[src/rtl/alu_pkg.sv]
// Shared opcodes, FSM encoding and defaults for the sequential ALU stage.
package alu_pkg;

  localparam int WIDTH_DEF = 8;

  localparam logic [2:0] OP_FWD   = 3'b000;
  localparam logic [2:0] OP_ADD   = 3'b001;
  localparam logic [2:0] OP_AND   = 3'b010;
  localparam logic [2:0] OP_OR    = 3'b011;
  localparam logic [2:0] OP_MUL   = 3'b100;
  localparam logic [2:0] OP_SHIFT = 3'b101;

  typedef enum logic [1:0] {
    ST_IDLE  = 2'd0,
    ST_MUL   = 2'd1,
    ST_SHIFT = 2'd2,
    ST_DONE  = 2'd3
  } state_t;

  // 110/111 are reserved: they complete but never write back
  function automatic logic op_valid(input logic [2:0] op);
    return !(op[2] && op[1]);
  endfunction

endpackage

[src/rtl/alu_shift_add_mul.sv]
// Iterative shift-add multiplier core: load latches operands, each step retires one
// multiplier bit. prod_nxt is the product including the current step.
module alu_shift_add_mul #(
  parameter int WIDTH = 8,
  parameter int PW    = 2 * WIDTH
) (
  input  logic             CLK,
  input  logic             RESET,
  input  logic             load,
  input  logic             step,
  input  logic [WIDTH-1:0] a,
  input  logic [WIDTH-1:0] b,
  output logic [PW-1:0]    prod_nxt
);

  logic [PW-1:0]    mcand;
  logic [WIDTH-1:0] mplier;
  logic [PW-1:0]    acc;

  assign prod_nxt = acc + (mplier[0] ? mcand : '0);

  always_ff @(posedge CLK or negedge RESET) begin
    if (!RESET) begin
      mcand  <= '0;
      mplier <= '0;
      acc    <= '0;
    end else if (load) begin
      mcand  <= PW'(a);
      mplier <= b;
      acc    <= '0;
    end else if (step) begin
      acc    <= prod_nxt;
      mcand  <= mcand << 1;
      mplier <= mplier >> 1;
    end
  end

endmodule

[src/rtl/alu_seq_unit.sv]
// Execution stage behind the register file: single-cycle FWD/ADD/AND/OR, iterative MUL
// and SHIFT, START/BUSY/DONE handshake. Define ALU_CARRY_FLAG_EN to add the CARRY output.
module alu_seq_unit
  import alu_pkg::*;
#(
  parameter int WIDTH   = WIDTH_DEF,
  parameter int SHAMT_W = 3
) (
  input  logic             CLK,
  input  logic             RESET,
  input  logic [WIDTH-1:0] DATA1,
  input  logic [WIDTH-1:0] DATA2,
  input  logic [2:0]       SELECT,
  input  logic             START,
  output logic [WIDTH-1:0] RESULT,
  output logic             ZERO,
  output logic             BUSY,
  output logic             DONE,
  output logic             WRITE_EN
`ifdef ALU_CARRY_FLAG_EN
  ,
  output logic             CARRY
`endif
);

  // counter must hold WIDTH (MUL iterations) and the largest shift amount
  localparam int CNT_A = $clog2(WIDTH + 1);
  localparam int CNT_W = (SHAMT_W > CNT_A) ? SHAMT_W : CNT_A;
`ifdef ALU_CARRY_FLAG_EN
  localparam int PW = 2 * WIDTH;
`else
  localparam int PW = WIDTH;
`endif

  state_t             state, state_nxt;
  logic [CNT_W-1:0]   cnt;
  logic [WIDTH-1:0]   sh_reg, sh_nxt;
  logic               sh_right;
  logic               op_ok;
  logic               accept, last;
  logic [SHAMT_W-1:0] shamt;
  logic [PW-1:0]      mul_nxt;
  logic               res_we;
  logic [WIDTH-1:0]   res_nxt;
`ifdef ALU_CARRY_FLAG_EN
  logic               cry_nxt;
`endif

  assign accept = START && (state == ST_IDLE);
  assign last   = (cnt == CNT_W'(1));
  assign shamt  = DATA2[SHAMT_W-1:0];
  assign sh_nxt = sh_right ? (sh_reg >> 1) : (sh_reg << 1);
  assign ZERO   = (RESULT == '0);

  alu_shift_add_mul #(.WIDTH(WIDTH), .PW(PW)) u_mul (
    .CLK      (CLK),
    .RESET    (RESET),
    .load     (accept && (SELECT == OP_MUL)),
    .step     (state == ST_MUL),
    .a        (DATA1),
    .b        (DATA2),
    .prod_nxt (mul_nxt)
  );

  always_ff @(posedge CLK or negedge RESET) begin
    if (!RESET) state <= ST_IDLE;
    else        state <= state_nxt;
  end

  always_comb begin
    state_nxt = state;
    case (state)
      ST_IDLE: begin
        if (START) begin
          if (SELECT == OP_MUL)                        state_nxt = ST_MUL;
          else if (SELECT == OP_SHIFT && shamt != '0)  state_nxt = ST_SHIFT;
          else                                         state_nxt = ST_DONE;
        end
      end
      ST_MUL, ST_SHIFT: if (last) state_nxt = ST_DONE;
      default:          state_nxt = ST_IDLE;
    endcase
  end

  always_comb begin
    BUSY     = 1'b0;
    DONE     = 1'b0;
    WRITE_EN = 1'b0;
    case (state)
      ST_IDLE: ;
      ST_DONE: begin
        BUSY     = 1'b1;
        DONE     = 1'b1;
        WRITE_EN = op_ok;
      end
      default: BUSY = 1'b1;
    endcase
  end

  // result capture: at acceptance for immediate ops, on the last iteration otherwise
  always_comb begin
    res_we  = 1'b0;
    res_nxt = '0;
`ifdef ALU_CARRY_FLAG_EN
    cry_nxt = 1'b0;
`endif
    if (accept) begin
      res_we = !((SELECT == OP_MUL) || (SELECT == OP_SHIFT && shamt != '0));
      case (SELECT)
        OP_FWD: res_nxt = DATA2;
        OP_ADD: begin
`ifdef ALU_CARRY_FLAG_EN
          {cry_nxt, res_nxt} = {1'b0, DATA1} + {1'b0, DATA2};
`else
          res_nxt = DATA1 + DATA2;
`endif
        end
        OP_AND:   res_nxt = DATA1 & DATA2;
        OP_OR:    res_nxt = DATA1 | DATA2;
        OP_SHIFT: res_nxt = DATA1;
        default:  res_nxt = '0;
      endcase
    end else if (state == ST_MUL && last) begin
      res_we  = 1'b1;
      res_nxt = mul_nxt[WIDTH-1:0];
`ifdef ALU_CARRY_FLAG_EN
      cry_nxt = |mul_nxt[PW-1:WIDTH];
`endif
    end else if (state == ST_SHIFT && last) begin
      res_we  = 1'b1;
      res_nxt = sh_nxt;
`ifdef ALU_CARRY_FLAG_EN
      cry_nxt = sh_right ? sh_reg[0] : sh_reg[WIDTH-1];
`endif
    end
  end

  always_ff @(posedge CLK or negedge RESET) begin
    if (!RESET) begin
      cnt      <= '0;
      sh_reg   <= '0;
      sh_right <= 1'b0;
      op_ok    <= 1'b0;
    end else if (accept) begin
      cnt      <= (SELECT == OP_MUL) ? CNT_W'(WIDTH) : CNT_W'(shamt);
      sh_reg   <= DATA1;
      sh_right <= DATA2[WIDTH-1];
      op_ok    <= op_valid(SELECT);
    end else if (state == ST_SHIFT) begin
      cnt      <= cnt - CNT_W'(1);
      sh_reg   <= sh_nxt;
    end else if (state == ST_MUL) begin
      cnt      <= cnt - CNT_W'(1);
    end
  end

  always_ff @(posedge CLK or negedge RESET) begin
    if (!RESET)      RESULT <= '0;
    else if (res_we) RESULT <= res_nxt;
  end

`ifdef ALU_CARRY_FLAG_EN
  always_ff @(posedge CLK or negedge RESET) begin
    if (!RESET)      CARRY <= 1'b0;
    else if (res_we) CARRY <= cry_nxt;
  end
`endif

endmodule
[config.mk]
export PLATFORM = sky130hd
export DESIGN_NAME = alu_seq_unit
export DESIGN_NICKNAME = d
export VERILOG_FILES = /design/src/rtl/alu_pkg.sv /design/src/rtl/alu_shift_add_mul.sv /design/src/rtl/alu_seq_unit.sv
export SDC_FILE = /design/constraint.sdc
export NUM_CORES = 1
export LEC_CHECK = 0
export ABC_AREA = 1
export CELL_PAD_IN_SITES_DETAIL_PLACEMENT = 0
export CELL_PAD_IN_SITES_GLOBAL_PLACEMENT = 2
export CORE_MARGIN = 2
export CORE_UTILIZATION = 35
export DETAILED_ROUTE_END_ITERATION = 8
export GPL_ROUTABILITY_DRIVEN = 0
export PLACE_DENSITY_LB_ADDON = 0.1
export SYNTH_ARGS = -nofsm -noshare
export SYNTH_HDL_FRONTEND = slang
export SYNTH_HIERARCHICAL = 1
export SYNTH_SLANG_ARGS = --single-unit
[constraint.sdc]
create_clock -name CLK -period 3.4 [get_ports CLK]
set_input_delay 0.68 -clock CLK [delete_from_list [all_inputs] [get_ports CLK]]
set_output_delay 0.68 -clock CLK [all_outputs]
set_load 0.01 [all_outputs]
Word level (Yosys, flattened, before mapping)
Index checks and enable logic that the tools add are counted.
{"block": "totals", "ff_bits": 48, "in_bits": 22, "word_cells": 72}
{"block": "classes", "n_addsub": 3, "eq_ne": 11, "muxes": 29, "bitwise": 2, "n_reduce_logical": 18}
{"op": "8-bit two-way mux", "n": 13}
{"op": "8-bit one-hot mux with 5 select lines", "n": 1}
{"op": "8-bit adder", "n": 2}
{"op": "4-bit two-way mux", "n": 4}
{"op": "8-bit bitwise AND", "n": 1}
{"op": "8-bit zero test", "n": 1}
{"op": "8-bit OR", "n": 1}
{"op": "1-bit two-way mux", "n": 7}
{"op": "3-bit by 2-bit == test with 1-bit output, second input constant", "n": 2}
{"op": "3-bit == test, second input constant", "n": 2}
{"op": "1-bit logical AND", "n": 6}
{"op": "2-bit two-way mux", "n": 3}
{"op": "3-bit nonzero test", "n": 2}
{"op": "2-bit == test, second input constant", "n": 2}
{"op": "4-bit by 1-bit == test with 1-bit output, second input constant", "n": 1}
{"op": "2-bit != test, second input constant", "n": 2}
{"op": "2-bit one-hot mux with 2 select lines", "n": 1}
{"op": "2-bit nonzero test", "n": 2}
{"op": "4-bit by 1-bit subtractor with 4-bit output, second input constant", "n": 1}
{"op": "3-bit by 1-bit == test with 1-bit output, second input constant", "n": 1}
{"op": "3-bit zero test", "n": 1}
{"op": "2-bit by 1-bit == test with 1-bit output, second input constant", "n": 1}
{"op": "1-bit zero test", "n": 2}
{"op": "2-bit zero test", "n": 1}
{"op": "3 further kinds", "n": 3}

Depth between registers and ports, before layout
Gate-level depths: netlist of run 1.
{"block": "depth", "word_depth": 6, "mapped_depth": 17}

Cells and area by module
Netlist of run 1, hierarchy kept.
{"mod": "alu_seq_unit", "instances": 1, "cells_each": 322, "area_each_um2": 2205.9, "seq_area_each_um2": 600.6}
{"mod": "alu_shift_add_mul", "instances": 1, "cells_each": 169, "area_each_um2": 1470.2, "seq_area_each_um2": 600.6}

Least setup slack after synthesis of run 1
OpenSTA, ideal clock, no wires.
{"block": "synth_path", "path_kind": "reg-to-reg", "start": "register u_mul.mplier[0]", "end": "register RESULT[6]", "setup_ns": 0.120, "arrival_ns": 1.949, "required_ns": 3.280, "setup_slack_ns": 1.331, "stages_incl_launch_ff": 17, "cell_sequence": "dfrtp_1 buf_2 nand2_1 inv_1 ha_1 fa_1 nand2_1 nand2_1 nand3b_1 nand3b_1 and2_1 nand2_1 o21ai_0 nand2_1 nand2_1 inv_1 a21oi_1"}
{"block": "synth_via", "elab_chain_cells": 4}
{"element": "from (decl)", "line_no": "alu_shift_add_mul.sv:17", "rtl": "logic [WIDTH-1:0] mplier;"}
{"element": "from (signal assigned)", "line_no": "alu_shift_add_mul.sv:34", "rtl": "mplier <= mplier >> 1;"}
{"element": "8-bit two-way mux", "line_no": "alu_shift_add_mul.sv:20", "rtl": "assign prod_nxt = acc + (mplier[0] ? mcand : '0);"}
{"element": "8-bit adder", "line_no": "alu_shift_add_mul.sv:20"}
{"element": "named net mul_nxt[6]", "line_no": "alu_seq_unit.sv:42", "rtl": "logic [PW-1:0] mul_nxt;"}
{"element": "8-bit two-way mux", "line_no": "alu_seq_unit.sv:123", "rtl": "end else if (state == ST_MUL && last) begin"}
{"element": "8-bit two-way mux", "line_no": "alu_seq_unit.sv:107", "rtl": "if (accept) begin"}
{"element": "to (signal assigned)", "line_no": "alu_seq_unit.sv:159", "rtl": "else if (res_we) RESULT <= res_nxt;"}
{"element": "to (decl)", "line_no": "alu_seq_unit.sv:15", "rtl": "output logic [WIDTH-1:0] RESULT,"}
The timed path passes the listed nets, and every way through them passes these cells.
A chain may end at the register's enable or synchronous reset.

Worst setup path after layout of run 1
{"block": "layout_path", "start": "input port DATA2[0]", "end": "register RESULT[2]"}
{"block": "layout_via", "elab_chain_cells": 5}
{"element": "from (decl)", "line_no": "alu_seq_unit.sv:12", "rtl": "input logic [WIDTH-1:0] DATA2,"}
{"element": "parallel branches: the longest is 5 deep, another holds 8-bit adder"}
Parallel ways; which one is timed is not known.

==> results of run 1 <==
==> layer usage <==
| metal | up-vias | share of wire, % |
|---|---|---|
| met4 | 0 | 1.1 |
| met5 | - | 0 |
| met1 | 1489 | 52 |
| met3 | 4 | 4.1 |
| li1 | 1665 | - |
| met2 | 63 | 43 |
==> cell families (layout without fill, tap and decap cells) <==
kind of cell             after synthesis  after routing  share of synthesized area [%]
flip-flops                            48             48                           32.7
buffers and inverters                 92            127                           10.4
AO/OA/AOI/OAI                         85             85                           17.0
adder cells (fa/ha/maj)               31             31                           11.0
AND/OR/NAND/NOR                      229            229                           27.5
XOR/XNOR                               6              6                           1.43
==> how the worst min path moves through the flow <==
stage | startpoint | depth (start not counted) | end
after floorplan | RESET | 0 | RESULT[0]
after global placement | u_mul/acc[5] | 2 | u_mul/acc[5]
after detailed placement | u_mul/acc[3] | 2 | u_mul/acc[3]
after CTS | RESET | 1 | u_mul/acc[6]
after global routing | RESET | 1 | u_mul/acc[5]
final | RESET | 1 | u_mul/mcand[7]
==> report_power, final <==
group | internal (mW) | leakage (nW) | switching [mW]
clock network | 0.167 | 0.0516 | 0.211
logic | 0.638 | 1.48 | 0.944
registers | 0.813 | 0.608 | 0.171
total | 1.62 | 2.14 | 1.33
==> Yosys cell counts (2+ instances only) <==
| cell | count | area, µm² |
|---|---|---|
| a31oi_1 | 5 | 31.3 |
| dfrtp_1 | 48 | 1200 |
| xor2_1 | 4 | 35.0 |
| o221ai_1 | 8 | 70.1 |
| xnor2_1 | 2 | 17.5 |
| buf_6 | 4 | 45.0 |
| nand3_1 | 27 | 135 |
| ha_1 | 29 | 363 |
| inv_1 | 79 | 297 |
| and2_1 | 3 | 18.8 |
| o211ai_1 | 5 | 37.5 |
| fa_1 | 2 | 40.0 |
| o2bb2ai_1 | 2 | 17.5 |
| o221ai_2 | 6 | 90.1 |
| nor2_2 | 2 | 12.5 |
| nor2_1 | 30 | 113 |
| clkbuf_1 | 3 | 11.3 |
| nor2_8 | 2 | 40.0 |
| nand2_2 | 2 | 12.5 |
| nand2_1 | 148 | 556 |
| nand3b_1 | 3 | 22.5 |
| a21oi_1 | 16 | 80.1 |
| or2_2 | 4 | 25.0 |
| o22ai_1 | 12 | 75.1 |
| a22o_1 | 3 | 26.3 |
| o21ai_1 | 3 | 15.0 |
| o211ai_2 | 4 | 50.1 |
| buf_2 | 3 | 15.0 |
| o21ai_0 | 19 | 95.1 |
==> cell type report <==
class	instances	area (µm²)
fill	1115	6040
multi-input combinational	351	2100
sequential	48	1200
timing repair buffer	38	363
inverter	81	307
tap	136	170
clock buffer	6	82.6
clock inverter	2	13.8
==> worst max-delay path, delay by kind of cell <==
kind	cells	cell delay [ns]
AO/OA/AOI/OAI	2	0.43
adder cells (fa/ha/maj)	2	0.69
buffers and inverters	1	0.50
AND/OR/NAND/NOR	3	0.48
==> impl_metrics.yaml, run 1 <==
grt:
  grt_remaining_overflow: 0
  grt_use_total_pct: 18.7
  busiest_layer: "met1"
  use_met2_pct: 28.1
  grt_max_degree: 31
  antenna_found_initial: 0
  first_global_vias: 3125
  grt_util_met3_pct: 1.78
  grt_first_pass_wirelength_um: 16400
  grt_use_met1_pct: 28.7
worst_setup_path:
  cp-start-kind: "input pin"
  setup.worst_path.start: "DATA2[0]"
  critPathCaptureType: "flip-flop"
  arrival_ns: 2.77
  rr_worst_depth: 15
  cp_common_cell: "nand3_1"
  r2r_start: "u_mul/mplier[0]"
  cp_max_fo: 5
  critPathKind: "in -> reg"
  crit_required_ns: 3.58
  r2r-end: "RESULT[6]"
  reg2reg_slack_ns: 1.12
  endpoint: "RESULT[2]"
  path_cells: "clkdlybuf4s50_1, ha_1, fa_1, or2_2, nand3_1, nand3_1, o21ai_0, a31oi_1"
  cpPeakStageDelay_ns: 0.50
  critPathSlowestCell: "clkdlybuf4s50_1"
clocking:
  cts_resized: 0
  htree_num_levels: 2
  cts-buffers-inserted: 5
  post_cts_buffers: 0
  clkTransAtPathRegs_ns: 0.10
  hold_buffers: 0
  cts_root_buf: "clkbuf_8"
  clk_path_buf_depth: 2
  cts_sinks: 48
  cts_tree: "built"
  clk_latency_ns: 0.30
die:
  dieWidth_um: 106
  dieArea_um2: 11300
  rows: 37
  pin_count: 34
  die_h_um: 106
  initial_utilization_pct: 35.8
  core-area_um2: 10300
yosys:
  syn_area_um2: 3680
  syn-instance-count: 491
  synth_warnings: 6
  synth_flop_cell: "dfrtp_1"
  synth.distinct_cells: 42
  postSynth.asyncResetShare_pct: 100
  synth.net_count: 544
  seq_area_frac_synth_pct: 32.7
  synth-edff-count: 0
  syn-mean-instance-area_um2: 7.49
  synth-seq-cells: 48
outcome:
  status: "finished, final reports clean"
pwr:
  pwr_density_cell_nw_per_um2: 695
  power.leakage_nw: 2.14
  vdd_drop_max_mv: 0.286
  power.total_mw: 2.94
place:
  hpwl_um: 7950
  io_buffers: 33
  place_area_um2: 4140
  place_ws_ns: 0.498
  place_inst: 654
final_layout:
  layout-drive-gt1-share_pct: 8.17
  fin_nets: 578
  final_cell_mix: "nand2_1 (148), inv_1 (79), dfrtp_1 (48), clkdlybuf4s50_1 (32)"
  layout_commonest_cell: "nand2_1"
  antennaDiodeCount: 0
  area_growth_pct: 15.1
  final_util_pct: 41.2
  fin_cells: 662
  final_area_um2: 4230
sta:
  slew_headroom_pct: 58.8
  holdWs_ns: 0.306
  drv_slew: 0
  worst_pin_slew_ns: 0.615
  final_hold_viol_count: 0
  period_share_pct: 76.3
  tns_ns: 0
  clock_skew_ns: 0.00948
  rsz0062_at_grt: "false"
  min_period_ns: 2.59
  finalSetupViolCount: 0
  fmax_mhz: 385
  fin_ws_ns: 0.805
min_path:
  hp-class: "in -> async"
route:
  drt-initial-drc-count: 144
  vias_per_cell: 4.87
  vias: 3221
  wl_per_cell_um: 15.2
  drcViolationCount: 0
  drt_pass1_iterations: 4
  finalWirelength_um: 10100
  antenna_left: 0
run:
  cap_violations: 0
Note: power is estimated with default switching activity, not from simulation.
==> run 2: changes to the inputs <==
Settings changed: CORE_UTILIZATION 35 to 34.
Clock period 3.4 ns to 2.43 ns, I/O delays scaled along.
==> impl_metrics.yaml, run 2 (synthesized netlist as in run 1, its figures left out) <==
outcome:
  status: "finished, final reports clean"
sta:
  tns_ns: 0
  period_share_pct: 90.2
  fmax_mhz: 456
  final_hold_viol_count: 0
  worst_pin_slew_ns: 0.660
  rsz0062_at_grt: "false"
  min_period_ns: 2.19
  finalSetupViolCount: 0
  clock_skew_ns: 0.00403
  slew_headroom_pct: 56.0
  drv_slew: 0
worst_setup_path:
  reg2reg_slack_ns: 0.27
  arrival_ns: 1.71
  rr_worst_depth: 15
  critPathKind: "reg -> out"
  cp_max_fo: 3
  r2r-end: "RESULT[6]"
  crit_required_ns: 1.94
  cp-start-kind: "flip-flop"
  critPathCaptureType: "output pin"
  setup.worst_path.start: "RESULT[5]"
  r2r_start: "u_mul/mcand[0]"
  endpoint: "ZERO"
grt:
  antenna_found_initial: 0
  grt_max_degree: 49
  grt_remaining_overflow: 0
  grt_first_pass_wirelength_um: 17400
  first_global_vias: 3308
  grt_use_total_pct: 19.5
route:
  vias: 3339
  antenna_left: 0
  drcViolationCount: 0
  drt-initial-drc-count: 162
  drt_pass1_iterations: 5
  finalWirelength_um: 10500
  vias_per_cell: 4.80
  wl_per_cell_um: 15.1
place:
  io_buffers: 33
  place_area_um2: 4400
  hpwl_um: 8190
  place_inst: 687
clocking:
  cts-buffers-inserted: 5
  cts_sinks: 48
  cts_resized: 0
  clk_latency_ns: 0.31
  clkTransAtPathRegs_ns: 0.10
  htree_num_levels: 2
  hold_buffers: 0
  cts_root_buf: "clkbuf_8"
  cts_tree: "built"
  post_cts_buffers: 0
  clk_path_buf_depth: 2
final_layout:
  final_util_pct: 43.1
  area_growth_pct: 22.2
  fin_nets: 611
  layout-drive-gt1-share_pct: 14.0
  antennaDiodeCount: 0
  fin_cells: 695
  final_cell_mix: "nand2_1 (148), inv_1 (79), dfrtp_1 (48), buf_4 (37), clkdlybuf4s50_1 (32)"
  seqCellArea_um2: 1200
  layout_commonest_cell: "nand2_1"
  final_area_um2: 4490
  multi_input_area_um2: 2100
  fillers: 1132
die:
  die_h_um: 108
  initial_utilization_pct: 35.3
  core-area_um2: 10400
  dieArea_um2: 11700
  pin_count: 34
  rows: 37
  dieWidth_um: 108
pwr:
  p_comb_share_pct: 55.2
  pwr_density_cell_nw_per_um2: 933
  pwr-share-clk_pct: 12.0
  p_int_mw: 2.30
  p_sw_share_pct: 45.0
  power.total_mw: 4.19
  vdd_drop_max_mv: 0.463
  power.leakage_nw: 2.30
  p_switching_mw: 1.89
  seqPwrFrac_pct: 32.8
run:
  cap_violations: 0
min_path:
  hp-class: "in -> async"
==> run 2: cell type report <==
type                       count  area share [%]
multi-input combinational    351            46.8
clock buffer                   5            1.53
inverter                      81            6.83
sequential                    48            26.7
timing repair buffer          71            13.9
tap                          136            3.79
clock inverter                 3           0.418
==> run 2: critical path, stage by stage (launching register included) <==
cell and delay (ns):
dfrtp_1 0.40, nor4_1 0.29, nand2_1 0.08, nor2_1 0.09, clkdlybuf4s50_1 0.54
==> run 2: through the flow <==
stage	hold slack [ns]	setup WS, ns
3_3_place_gp	0.468	-0.0215
2_1_floorplan	0.190	0.361
5_1_grt	0.324	0.0274
4_1_cts	0.301	0.197
6_report	0.274	0.238
3_5_place_dp	0.476	-0.0345
==> run 2: layer usage <==
| metal | global-route usage [%] | share of wire [%] |
|---|---|---|
| met1 | 29.5 | 53 |
| met2 | 29.7 | 43 |
| met3 | 2.29 | 2.9 |
| met4 | 4.40 | 0.46 |
| met5 | 0 | 0 |
==> run 2: power by group through the flow <==
stage	Clock, mW	Combinational [mW]	Sequential (mW)
final	0.504	2.31	1.37
after global routing	0.565	2.62	1.42
after CTS	0.533	2.33	1.37
after detailed placement	0	2.32	1.39
after global placement	0	2.31	1.38
after floorplan	0	1.61	1.34
==> run 2: worst min-delay path by stage <==
stage                            start      endpoint  slack [ns]  cells after the start
after floorplan                  RESET     RESULT[0]        0.19                      0
after global placement    u_mul/acc[6]  u_mul/acc[6]        0.47                      2
after detailed placement     sh_reg[6]     sh_reg[6]        0.48                      2
after CTS                        RESET  u_mul/acc[5]        0.30                      2
after global routing             RESET  u_mul/acc[5]        0.32                      2
final                            RESET  u_mul/acc[5]        0.27                      2
